$ cat src/rtl/sw_debounce.sv
// sw_debounce
//   Switch conditioning ahead of the blink/counter top level. Each raw switch
//   bit is brought into the clock domain through two flops, then debounced
//   against a prescaled sample tick: a new level is accepted only after it has
//   been seen on STABLE_CNT consecutive ticks. Any tick that sees the input
//   back at the current level throws away the accumulated progress.
//
//   Ports
//     clk_i        system clock, rising edge
//     rst_i        synchronous active-high reset
//     sw_raw_i     raw asynchronous switch inputs
//     sw_o         debounced switch levels (registered)
//     chg_o        one-cycle pulse in the cycle any sw_o bit changes
//     sel_o        index of highest set sw_o bit (0 when none set)
//     sel_valid_o  high when any sw_o bit is set
//     rise_o       per-bit 0->1 pulse, coincident with chg_o
//     fall_o       per-bit 1->0 pulse, coincident with chg_o
//
//   Optional feature
//     SW_DEBOUNCE_EDGE_EN  defined: rise_o/fall_o are registered edge pulses.
//                          undefined: rise_o/fall_o tied low, no edge flops.

module sw_debounce #(
   parameter int WIDTH      = 8,
   parameter int TICK_DIV   = 1000,
   parameter int STABLE_CNT = 4
) (
   input  logic                     clk_i,
   input  logic                     rst_i,
   input  logic [WIDTH-1:0]         sw_raw_i,
   output logic [WIDTH-1:0]         sw_o,
   output logic                     chg_o,
   output logic [$clog2(WIDTH)-1:0] sel_o,
   output logic                     sel_valid_o,
   output logic [WIDTH-1:0]         rise_o,
   output logic [WIDTH-1:0]         fall_o
);

   // A one-cycle prescaler still needs a 1-bit register to stay legal.
   localparam int PW = (TICK_DIV > 1) ? $clog2(TICK_DIV) : 1;
   localparam int CW = $clog2(STABLE_CNT + 1);
   localparam int SW = $clog2(WIDTH);

   localparam logic [PW-1:0] PRE_LAST = PW'(TICK_DIV - 1);
   localparam logic [CW-1:0] CNT_LAST = CW'(STABLE_CNT - 1);

   logic [WIDTH-1:0] s1;
   logic [WIDTH-1:0] s2;
   logic [PW-1:0]    presc;
   logic             tick;
   logic [CW-1:0]    cnt     [WIDTH];
   logic [CW-1:0]    cnt_nxt [WIDTH];
   logic [WIDTH-1:0] flip;

   assign tick = (presc == PRE_LAST);

   always_ff @(posedge clk_i) begin
      if (rst_i) begin
         s1    <= '0;
         s2    <= '0;
         presc <= '0;
      end else begin
         s1    <= sw_raw_i;
         s2    <= s1;
         presc <= tick ? '0 : presc + PW'(1);
      end
   end

   // flip marks bits whose new value has held for STABLE_CNT ticks; the
   // registered sw_o, chg_o and edge pulses all derive from it so they land
   // in the same cycle.
   always_comb begin
      flip = '0;
      for (int i = 0; i < WIDTH; i++) begin
         cnt_nxt[i] = cnt[i];
         if (tick) begin
            if (s2[i] == sw_o[i]) begin
               cnt_nxt[i] = '0;
            end else if (cnt[i] == CNT_LAST) begin
               flip[i]    = 1'b1;
               cnt_nxt[i] = '0;
            end else begin
               cnt_nxt[i] = cnt[i] + CW'(1);
            end
         end
      end
   end

   always_ff @(posedge clk_i) begin
      if (rst_i) begin
         sw_o  <= '0;
         chg_o <= 1'b0;
         for (int i = 0; i < WIDTH; i++) begin
            cnt[i] <= '0;
         end
      end else begin
         sw_o  <= sw_o ^ flip;
         chg_o <= |flip;
         for (int i = 0; i < WIDTH; i++) begin
            cnt[i] <= cnt_nxt[i];
         end
      end
   end

`ifdef SW_DEBOUNCE_EDGE_EN
   always_ff @(posedge clk_i) begin
      if (rst_i) begin
         rise_o <= '0;
         fall_o <= '0;
      end else begin
         rise_o <= flip & ~sw_o;
         fall_o <= flip & sw_o;
      end
   end
`else
   assign rise_o = '0;
   assign fall_o = '0;
`endif

   // Ascending scan: the last set bit seen wins, giving the top bit priority.
   always_comb begin
      sel_o = '0;
      for (int i = 0; i < WIDTH; i++) begin
         if (sw_o[i]) begin
            sel_o = SW'(i);
         end
      end
   end

   assign sel_valid_o = |sw_o;

endmodule

$ cat config.mk
export PLATFORM = sky130hd
export DESIGN_NAME = sw_debounce
export DESIGN_NICKNAME = d
export VERILOG_FILES = /design/src/rtl/sw_debounce.sv
export SDC_FILE = /design/constraint.sdc
export NUM_CORES = 1
export LEC_CHECK = 0
export BUFFER_PORTS_ARGS = -buffer_cell sky130_fd_sc_hd__buf_4
export CORE_MARGIN = 4
export CORE_UTILIZATION = 50
export CTS_BUF_LIST = sky130_fd_sc_hd__clkbuf_8
export CTS_CLUSTER_SIZE = 24
export DETAILED_ROUTE_END_ITERATION = 10
export PLACE_DENSITY = 0.69
export SYNTH_ARGS = -nofsm -noshare
export SYNTH_HDL_FRONTEND = slang
export SYNTH_SLANG_ARGS = --single-unit
$ cat constraint.sdc
create_clock -name clk_i -period 3.4 [get_ports clk_i]
set_input_delay 1.02 -clock clk_i [delete_from_list [all_inputs] [get_ports clk_i]]
set_output_delay 1.02 -clock clk_i [all_outputs]
set_load 0.03 [all_outputs]
==> metrics <==
Layout Area Growth over Synthesis 11.57%; Chip Width 79.90 um; Compound-Gate Fraction of Synth Area 0.07260; Routed WL 4254 um; Leak 1.192 nW; endpoints failing hold 0; Worst Skew 4.630 ps; Final Max Tran Viols 0; Post-CTS Hold Buffers 0; setup tns final 0 ps; CTS tree built; post-layout min period 2352 ps; Port-buffer cells 22; number of global-route vias before repair 1,699; Final ANT Viol Nets 0; min-delay worst type reg -> reg; Core ar. 4880 um2; 1st-iter DRT viols 95; CP Data Required Time 2380 ps; Flop pwr share 0.534; Mapped Avg Cell Area 8.853 um2; Worst-path clk slew 60 ps; vias per cell 4.854; power density over the cells 460.8 nW/um2; largest family of logic cells by synthesized area simple AND/OR/NAND/NOR gates; gpl congestion 0.7374; first-pass GRT wire length 7162 um; Sw Share 0.2199; Starting Density 0.5297; gr usage total 0.1464; # nets final 331; status completed; switching pwr 0.0002923 W; slew at the pin closest to its max-slew limit 603.4 ps; post-synthesis sequential area ratio 0.4569; Int Pwr 0.001037 W; Synth Area in Adders 0.04356; Fmax 0.4252 GHz; max-cap violations 0; Yosys reg bits 59; worst IR drop on VDD 298.5 uV; Residual DRC 0; worst-path fanout max 6; Post-Synth Simple-Gate Area 0.2938; Comb power frac 0.047; ANT cells 0; post-synth top area cell dfxtp_1; first drt pass iteration count 4; clock buffer depth 2; RSZ-0062 raised after global routing false; Die Height 79.90 um; Post-synth EDFFs 0; fraction of synthesized area in multiplexers 0; slew margin rel. 0.5977; critical path class reg -> out; H-tree depth 3; Syn Std Cell Area 2585 um2; Period Utilization, post-route 0.6917; cell with the most instances after synthesis dfxtp_1; initial antenna violation count 0; Yosys top cell area share 0.4569; DP HPWL 2896 um; Syn Inst Count 292; Yosys cell types 31; total gr overflow 0; CTS Buf Count 9; Clock Power Share 0.419; Setup Fix Bufs, Post-CTS 0; Skew-Pair Late Insertion Delay 330 ps; die area 6384 um2; clk sink count 59; Worst setup SP type flop; share of cells above drive strength 1 0.1203; Core Rows 25; Post-CTS Resized 0; vias 1,859; Critical Path AT 1330 ps; largest net degree at the start of global routing 52; total power draw 0.001329 W; post-synthesis xor/xnor area fraction 0.05421; Critical Path End Type output port; CTS Root Cell clkbuf_8; FFs w/ async S/R, synth 0; top post-synthesis cells by area dfxtp_1 (46%), nor2b_1 (5.8%), nor2_1 (5.7%); Setup-failing EPs final 0; WL per Instance 11.11 um; Yosys warning count 0; top cells by count, synth dfxtp_1 (59), nor2_1 (39), a21oi_1 (25); Top FF cell, synth dfxtp_1; Top Ports 39
## worst paths after layout
| kind | startpoint | endpoint | slack (ps) | cells past startpoint |
|---|---|---|---|---|
| worst min-delay path | s1[4] | s2[4] | 430 | 1 |
| worst max-delay path | sw_o[2] | sel_o[0] | 1050 | 5 |
| worst min register to register | s1[4] | s2[4] | 430 | 1 |
| worst max register to register | presc[0] | sw_o[6] | 1340 | 5 |
## cell type report
type,count,area (um2)
clock buffer,12,165.2
clock inverter,3,13.76
fill,450,1996
inverter,2,7.507
multi-input combinational,217,1260
sequential,59,1181
tap,67,83.83
timing repair buffer,23,172.7
## critical path, stage by stage (launching register included)
cell	delay, ps
dfxtp_1	360
nand2b_1	160
a21oi_1	140
nor2_1	50
o21bai_1	130
buf_4	180
## cells in the final DEF, fill, tap and decap left out, drive strengths merged, types with 2 or more instances in the layout
cell type,n
a21oi,25
and3,4
and4,2
buf,23
clkbuf,12
clkinv,2
conb,16
dfxtp,59
ha,9
inv,3
nand2,18
nand2b,10
nand3,12
nand3b,8
nand4,4
nor2,39
nor2b,24
nor3b,8
o21ai,8
or3,8
xnor2,11
xor2,5
## cells by family after synthesis
kind of cell    count (synthesis)
other cells                     1
fa+ha+maj                       9
buf+inv                        31
flops                          59
compound gates                 36
simple gates                  140
xor+xnor                       16
## metrics by stage
stage | cell area (um2) | setup WS (ps) | hold WS [ps] | std cells | utilization
floorplan | 2641 | 943.9 | 413.8 | 307 | -
global placement | 2705 | 1344 | 417.1 | 368 | 0.5544
detailed placement | 2705 | 1330 | 420.4 | 368 | 0.5544
CTS | 2884 | 1021 | 434.6 | 383 | 0.5910
global route | 2884 | 925.5 | 459.3 | 383 | 0.5910
finish | 2884 | 1048 | 433.1 | 383 | 0.5910
## power groups by stage
stage	Combinational, W	Sequential (W)	Clock, W
floorplan	0.0000651	0.000723	0
global placement	0.0000625	0.000724	0
detailed placement	0.0000628	0.000724	0
CTS	0.0000630	0.000709	0.000577
global route	0.0000707	0.000710	0.000601
finish	0.0000627	0.000710	0.000557
## metal layers
metal,GRT usage,up-vias,part of all wire
li1,-,982,-
met1,0.1782,827,0.51
met2,0.2194,38,0.41
met3,0.04515,12,0.051
met4,0.09966,0,0.029
met5,0,-,0
## sequential cells by signal, indices dropped and copies added (netlist names)
| signal | cells |
|---|---|
| cnt | 24 |
| presc | 10 |
| s1 | 8 |
| s2 | 8 |
| sw_o | 8 |
| chg_o | 1 |
No activity file was read; power rests on OpenSTA's default activity.
